--- config.mk ---
export PLATFORM = sky130hd
export DESIGN_NAME = ifetch_queue_flat
export DESIGN_NICKNAME = d
export VERILOG_FILES = /design/src/rtl/ifetch_queue_pkg.sv /design/src/rtl/ifetch_queue_if.sv /design/src/rtl/ifetch_queue_fetch_fifo.sv /design/src/rtl/ifetch_queue.sv /design/src/flat_wrapper.sv
export SDC_FILE = /design/constraint.sdc
export NUM_CORES = 1
export LEC_CHECK = 0
export ABC_AREA = 1
export BUFFER_PORTS_ARGS = -buffer_cell sky130_fd_sc_hd__buf_2
export CAP_MARGIN = 0
export CORE_MARGIN = 2
export CORE_UTILIZATION = 54
export CTS_CLUSTER_SIZE = 28
export DETAILED_ROUTE_END_ITERATION = 10
export PLACE_DENSITY = 0.85
export RECOVER_POWER = 25
export SKIP_CTS_REPAIR_TIMING = 1
export SYNTH_ARGS = -nofsm -noshare
export SYNTH_HDL_FRONTEND = slang
export SYNTH_HIERARCHICAL = 1
export SYNTH_SLANG_ARGS = --single-unit
--- constraint.sdc ---
create_clock -name clk -period 4.2 [get_ports clk]
set_input_delay 0.21 -clock clk [delete_from_list [all_inputs] [get_ports clk]]
set_output_delay 0.21 -clock clk [all_outputs]
set_load 0.1 [all_outputs]
--- src/rtl/ifetch_queue_pkg.sv ---
// rtl/ifetch_queue_pkg.sv - shared defaults and sizing helper for the instruction prefetch queue
package ifetch_queue_pkg;

  localparam int ADDR_W_DEF     = 16;
  localparam int INST_W_DEF     = 16;
  localparam int DEPTH_DEF      = 4;
  localparam int RESET_ADDR_DEF = 0;

  // Occupancy counter width: must represent 0..depth inclusive.
  function automatic int cnt_w(input int depth);
    return $clog2(depth + 1);
  endfunction

endpackage

--- src/rtl/ifetch_queue_if.sv ---
// rtl/ifetch_queue_if.sv - memory, decode and redirect signals of the prefetch queue
interface ifetch_queue_if
  import ifetch_queue_pkg::*;
#(
  parameter int ADDR_W = ADDR_W_DEF,
  parameter int INST_W = INST_W_DEF,
  parameter int DEPTH  = DEPTH_DEF,
  localparam int CNT_W = cnt_w(DEPTH)
) ();

  logic              branch_i;
  logic [ADDR_W-1:0] baddr_i;
  logic              stall_i;
  logic              fe_o;
  logic [ADDR_W-1:0] addr_o;
  logic [INST_W-1:0] inst_i;
  logic              v_o;
  logic [INST_W-1:0] inst_o;
  logic [ADDR_W-1:0] origaddr_o;
  logic [CNT_W-1:0]  count_o;

  // The prefetch queue itself.
  modport master (
    input  branch_i, baddr_i, stall_i, inst_i,
    output fe_o, addr_o, v_o, inst_o, origaddr_o, count_o
  );

  // Surroundings: memory, decode and execute.
  modport slave (
    output branch_i, baddr_i, stall_i, inst_i,
    input  fe_o, addr_o, v_o, inst_o, origaddr_o, count_o
  );

endinterface

--- src/rtl/ifetch_queue_fetch_fifo.sv ---
// rtl/ifetch_queue_fetch_fifo.sv - first-word-fall-through FIFO with synchronous flush
module ifetch_queue_fetch_fifo
  import ifetch_queue_pkg::*;
#(
  parameter int W     = 32,
  parameter int DEPTH = 4,
  localparam int AW    = $clog2(DEPTH),
  localparam int CNT_W = cnt_w(DEPTH)
) (
  input  logic             clk,
  input  logic             rst_n,
  input  logic             flush_i,
  input  logic             push_i,
  input  logic [W-1:0]     data_i,
  input  logic             pop_i,
  output logic [W-1:0]     data_o,
  output logic [CNT_W-1:0] count_o
);

  logic [W-1:0]     mem_q [DEPTH];
  logic [AW-1:0]    rd_q, rd_d;
  logic [AW-1:0]    wr_q, wr_d;
  logic [CNT_W-1:0] count_q, count_d;
  logic             full, empty, push_ok, pop_ok;

  assign full    = (count_q == CNT_W'(DEPTH));
  assign empty   = (count_q == '0);
  // A push into a full FIFO is only accepted when the head leaves in the same cycle.
  assign push_ok = push_i & (~full | pop_i);
  assign pop_ok  = pop_i & ~empty;

  // Pointer and occupancy next state; flush wins over any push or pop.
  always_comb begin
    rd_d    = rd_q;
    wr_d    = wr_q;
    count_d = count_q;
    if (flush_i) begin
      rd_d    = '0;
      wr_d    = '0;
      count_d = '0;
    end else begin
      if (push_ok) wr_d = wr_q + AW'(1);
      if (pop_ok)  rd_d = rd_q + AW'(1);
      case ({push_ok, pop_ok})
        2'b10:   count_d = count_q + CNT_W'(1);
        2'b01:   count_d = count_q - CNT_W'(1);
        default: count_d = count_q;
      endcase
    end
  end

  // Storage and pointer registers; storage is cleared so the head reads zero out of reset.
  always_ff @(posedge clk or negedge rst_n) begin
    if (!rst_n) begin
      for (int i = 0; i < DEPTH; i++) mem_q[i] <= '0;
      rd_q    <= '0;
      wr_q    <= '0;
      count_q <= '0;
    end else begin
      if (push_ok && !flush_i) mem_q[wr_q] <= data_i;
      rd_q    <= rd_d;
      wr_q    <= wr_d;
      count_q <= count_d;
    end
  end

  assign data_o  = mem_q[rd_q];
  assign count_o = count_q;

endmodule

--- src/rtl/ifetch_queue.sv ---
// rtl/ifetch_queue.sv - sequential instruction prefetch with branch redirect and decode buffering
module ifetch_queue
  import ifetch_queue_pkg::*;
#(
  parameter int              ADDR_W     = ADDR_W_DEF,
  parameter int              INST_W     = INST_W_DEF,
  parameter int              DEPTH      = DEPTH_DEF,
  parameter logic [ADDR_W-1:0] RESET_ADDR = ADDR_W'(RESET_ADDR_DEF),
  localparam int             CNT_W      = cnt_w(DEPTH)
) (
  input  logic          clk,
  input  logic          rst,
  ifetch_queue_if.master bus
);

  localparam logic [CNT_W:0] DEPTH_C = (CNT_W + 1)'(DEPTH);

  logic [ADDR_W-1:0] pc_q, pc_d;
  logic [ADDR_W-1:0] resp_addr_q, resp_addr_d;
  logic              inflight_q, inflight_d;
  logic              squash_q, squash_d;

  logic              fe, push, pop, valid;
  logic [CNT_W-1:0]  count;
  logic [CNT_W:0]    occupancy;
  logic [INST_W+ADDR_W-1:0] head;

  // Slots already committed: buffered entries plus the one still coming back from memory.
  assign occupancy = {1'b0, count} + {{CNT_W{1'b0}}, inflight_q};
  // Issue only when a returning word is guaranteed a slot; held low while in reset.
  assign fe        = rst & (occupancy < DEPTH_C);
  assign valid     = (count != '0);
  // A redirect kills both the returning word and any pop of stale entries.
  assign push      = inflight_q & ~squash_q & ~bus.branch_i;
  assign pop       = valid & ~bus.stall_i & ~bus.branch_i;

  // PC advance, in-flight tracking and squash marking for the request issued during a redirect.
  always_comb begin
    pc_d        = pc_q;
    resp_addr_d = resp_addr_q;
    inflight_d  = fe;
    squash_d    = 1'b0;
    if (fe) begin
      pc_d        = pc_q + ADDR_W'(1);
      resp_addr_d = pc_q;
    end
    if (bus.branch_i) begin
      pc_d     = bus.baddr_i;
      squash_d = fe;
    end
  end

  // Fetch-side state registers.
  always_ff @(posedge clk or negedge rst) begin
    if (!rst) begin
      pc_q        <= RESET_ADDR;
      resp_addr_q <= '0;
      inflight_q  <= 1'b0;
      squash_q    <= 1'b0;
    end else begin
      pc_q        <= pc_d;
      resp_addr_q <= resp_addr_d;
      inflight_q  <= inflight_d;
      squash_q    <= squash_d;
    end
  end

  ifetch_queue_fetch_fifo #(
    .W     (INST_W + ADDR_W),
    .DEPTH (DEPTH)
  ) u_fifo (
    .clk     (clk),
    .rst_n   (rst),
    .flush_i (bus.branch_i),
    .push_i  (push),
    .data_i  ({bus.inst_i, resp_addr_q}),
    .pop_i   (pop),
    .data_o  (head),
    .count_o (count)
  );

  assign bus.fe_o       = fe;
  assign bus.addr_o     = pc_q;
  assign bus.v_o        = valid;
  assign bus.inst_o     = head[INST_W+ADDR_W-1:ADDR_W];
  assign bus.origaddr_o = head[ADDR_W-1:0];
  assign bus.count_o    = count;

endmodule

--- src/flat_wrapper.sv ---
// flat-port wrapper written by rule: the top's interface ports become plain ports
module ifetch_queue_flat import ifetch_queue_pkg::*;
#(
  parameter int              ADDR_W     = ADDR_W_DEF,
  parameter int              INST_W     = INST_W_DEF,
  parameter int              DEPTH      = DEPTH_DEF,
  parameter logic [ADDR_W-1:0] RESET_ADDR = ADDR_W'(RESET_ADDR_DEF),
  localparam int             CNT_W      = cnt_w(DEPTH)
)
  (clk, rst, bus_branch_i, bus_baddr_i, bus_stall_i, bus_inst_i, bus_fe_o, bus_addr_o, bus_v_o, bus_inst_o, bus_origaddr_o, bus_count_o);
  ifetch_queue_if #(.ADDR_W(ADDR_W), .INST_W(INST_W), .DEPTH(DEPTH)) bus_i ();
  input  logic clk;
  input  logic rst;
  input wire logic [$bits(bus_i.branch_i)-1:0] bus_branch_i;
  input wire logic [$bits(bus_i.baddr_i)-1:0] bus_baddr_i;
  input wire logic [$bits(bus_i.stall_i)-1:0] bus_stall_i;
  input wire logic [$bits(bus_i.inst_i)-1:0] bus_inst_i;
  output wire logic [$bits(bus_i.fe_o)-1:0] bus_fe_o;
  output wire logic [$bits(bus_i.addr_o)-1:0] bus_addr_o;
  output wire logic [$bits(bus_i.v_o)-1:0] bus_v_o;
  output wire logic [$bits(bus_i.inst_o)-1:0] bus_inst_o;
  output wire logic [$bits(bus_i.origaddr_o)-1:0] bus_origaddr_o;
  output wire logic [$bits(bus_i.count_o)-1:0] bus_count_o;
  assign bus_i.branch_i = bus_branch_i;
  assign bus_i.baddr_i = bus_baddr_i;
  assign bus_i.stall_i = bus_stall_i;
  assign bus_i.inst_i = bus_inst_i;
  assign bus_fe_o = bus_i.fe_o;
  assign bus_addr_o = bus_i.addr_o;
  assign bus_v_o = bus_i.v_o;
  assign bus_inst_o = bus_i.inst_o;
  assign bus_origaddr_o = bus_i.origaddr_o;
  assign bus_count_o = bus_i.count_o;
  ifetch_queue #(.ADDR_W(ADDR_W), .INST_W(INST_W), .DEPTH(DEPTH), .RESET_ADDR(RESET_ADDR)) u_core (.clk(clk), .rst(rst), .bus(bus_i));
endmodule
==> impl_metrics.json <==
{
  "synth_area_leaders": "dfrtp_1, nand2_1, o21ai_1, o21ai_0, o21ai_2",
  "power_mw": 7.31,
  "die_w_um": 126,
  "area_growth_syn_to_layout_pct": 11.5,
  "grt.total_usage_pct": 23.8,
  "synthTopCellsByCount": "nand2_1, dfrtp_1, o21ai_1",
  "cts_max_level": 4,
  "crit_start": "u_core/u_fifo/rd_q[1]$_DFFE_PN0P_",
  "cp_max_fo": 34,
  "post_drt_wl_per_cell_um": 15.0,
  "die_area_um2": 15800,
  "cts_tree": "built",
  "fin_crit_sh_pct": 80.7,
  "ff_latch_area_um2": 4230,
  "hold_end": "u_core/bus.addr_o[8]$_DFFE_PN0P_",
  "rr_worst_depth": 3,
  "synth-seq-area-share_pct": 52.7,
  "totalWireLength_um": 17700,
  "tightest_slew_ns": 1.39,
  "route.met3.wl_um": 1060,
  "cap_violations": 0,
  "final-max-slew-violation-count": 0,
  "peakVddDrop_mv": 0.388,
  "syn_area_per_cell_um2": 8.70,
  "multi_input_comb_area_um2": 3110,
  "grt_pass1_wl_um": 30600,
  "fin_ws_ns": 0.812,
  "outcome": "complete, but fails checks",
  "ys_warn_count": 6,
  "hold_path.class": "in2reg",
  "rsz0062_at_grt": "no",
  "synthArstFlopShare_pct": 100,
  "synthFlopType": "dfrtp_1",
  "syn_area_um2": 8020,
  "vias_per_cell": 5.50,
  "antennaDiodeCount": 0,
  "route.met2.wl_um": 8280,
  "synth_most_common_cell": "nand2_1",
  "ys_types": 28,
  "drt_iter0_markers": 623,
  "fmax_mhz": 295,
  "drt-pass1-iter-count": 6,
  "vias": 6487,
  "top_layer": "met4",
  "synth.top_cell.area_share_pct": 52.7,
  "whs_ns": -0.00197,
  "cp-start-kind": "register",
  "hpwlAfterDp_um": 11000,
  "placedCellCount": 1146,
  "critPathKind": "reg2out",
  "yosysTopAreaCell": "dfrtp_1",
  "synth-edff-count": 0,
  "p_comb_share_pct": 46.0,
  "layout.cells.non_filler": 1179,
  "met1Wirelength_um": 8080,
  "design_area_um2": 8940,
  "grt_pass1_vias": 6281,
  "tns_ns": 0,
  "clock_latency_ns": 0.42,
  "core_um2": 14500,
  "crit_slowest_cell": "inv_1",
  "intPower_mw": 3.62,
  "max_stage_delay_ns": 1.06,
  "port_buffers": 88,
  "hold_viol": 1,
  "p_leak_nw": 4.48,
  "cts_made_buffers": 17,
  "gr-total-overflow": 0,
  "hold_depth": 3,
  "reg2reg_slack_ns": 1.69,
  "place_area_um2": 8330,
  "cp_num_buf_inv": 2,
  "r2r_start": "u_core/u_fifo/rd_q[1]$_DFFE_PN0P_",
  "start_util_pct": 55.2,
  "power_frac_seq_pct": 31.9,
  "synth_nets": 964,
  "path_clk_slew_ns": 0.07,
  "power_density_nw_per_um2": 817,
  "worstPathRequired_ns": 3.99,
  "power.share.clock_pct": 22.1,
  "dpl_worst_slack_ns": 1.29,
  "fin_crit_ns": 3.39,
  "cts-root-buf": "clkbuf_16",
  "switching_share_pct": 50.4,
  "post-route-drc-count": 0,
  "drive_above_1_share_pct": 17.5,
  "power.switching_mw": 3.68,
  "antenna_left": 0,
  "r2r-end": "u_core/u_fifo/rd_q[1]$_DFFE_PN0P_",
  "clockBufferDepth": 2,
  "cp.arrival_ns": 3.18,
  "synth_cells": 922,
  "synth_seq_cells": 169,
  "final.fill_count": 1273,
  "slew_headroom_pct": 7.65,
  "utilization_pct": 61.5,
  "rows": 44,
  "violations": "hold timing",
  "antenna_found_initial": 0,
  "io_pins": 89,
  "grt_max_degree": 71,
  "crit_family": "buffers and inverters",
  "dieHeight_um": 126,
  "clock_sinks": 169,
  "nets": 1024,
  "finalSetupViolCount": 0,
  "end_kind": "output port",
  "hold_start": "bus_baddr_i[8]",
  "path_cells": "inv_1 > o21ai_0 > o22ai_1 > buf_2",
  "gp_congestion": 0.892,
  "fin_worst_skew_ns": 0.0106
}
layer usage:
metal	vias to the layer above	track usage (%)
li1	3159	-
met3	25	4.72
met1	3036	33.2
met2	267	38.2
met4	0	7.50
met5	-	0
worst max path at each step:
stage | to | cells past startpoint
6_report | bus_origaddr_o[13] | 4
5_1_grt | bus_origaddr_o[13] | 4
4_1_cts | bus_origaddr_o[13] | 4
3_5_place_dp | bus_origaddr_o[15] | 4
3_3_place_gp | bus_origaddr_o[9] | 4
2_1_floorplan | bus_inst_o[0] | 6
state kept, by name, indices dropped and copies added (netlist names):
signal                 count
u_core/u_fifo/rd_q         2
u_core/inflight_q          1
u_core/u_fifo/wr_q         2
u_core/bus.addr_o         16
u_core/squash_q            1
u_core/resp_addr_q        16
u_core/u_fifo/count_o      3
u_core/u_fifo/mem_q      128
cells in the final DEF, fill, tap and decap left out, types with 4 or more instances in the layout:
master     count
inv_1         73
inv_6          4
nand2_4        5
nor2_2         4
nand2_1      224
ha_1           5
a21oi_1        4
o22ai_1       32
nor2_1        77
nand4_1        4
nand3_2        5
clkbuf_1      12
o21ai_0       85
buf_2         75
clkbuf_16     17
o21ai_2       36
nand2_2        5
nand3_1       26
o21ai_1      100
dfrtp_1      168
tightest hold or removal path, stage by stage:
cell     delay (ns)
buf_2          0.07
nand2_1        0.04
nand3_1        0.06
power groups by stage:
stage | Clock [mW] | Combinational [mW] | Sequential [mW]
floorplan | 0 | 2.56 | 2.61
global placement | 0 | 3.32 | 2.33
detailed placement | 0 | 3.36 | 2.35
CTS | 1.64 | 3.37 | 2.33
global route | 1.72 | 3.58 | 2.39
finish | 1.62 | 3.36 | 2.33
cells by family (layout without fill, tap and decap cells):
logic type	after synthesis	count (layout)	share of synthesized area, %
adders and majority gates	6	6	1.03
DFF	169	169	52.7
buffers and inverters	127	200	8.46
and+or+nand+nor	356	356	18.8
AOI/OAI and AO/OA	260	260	18.5
xor gates and xnor gates	4	4	0.437
final cells by class:
class | instances | share of cell area, %
Timing Repair Buffer | 92 | 5.17
Clock buffer | 19 | 5.07
Sequential cell | 169 | 47.3
Tap cell | 184 | 2.58
Multi-Input combinational cell | 626 | 34.8
Clock inverter | 13 | 1.85
Inverter | 76 | 3.19
(Power assumes the default switching activity.)
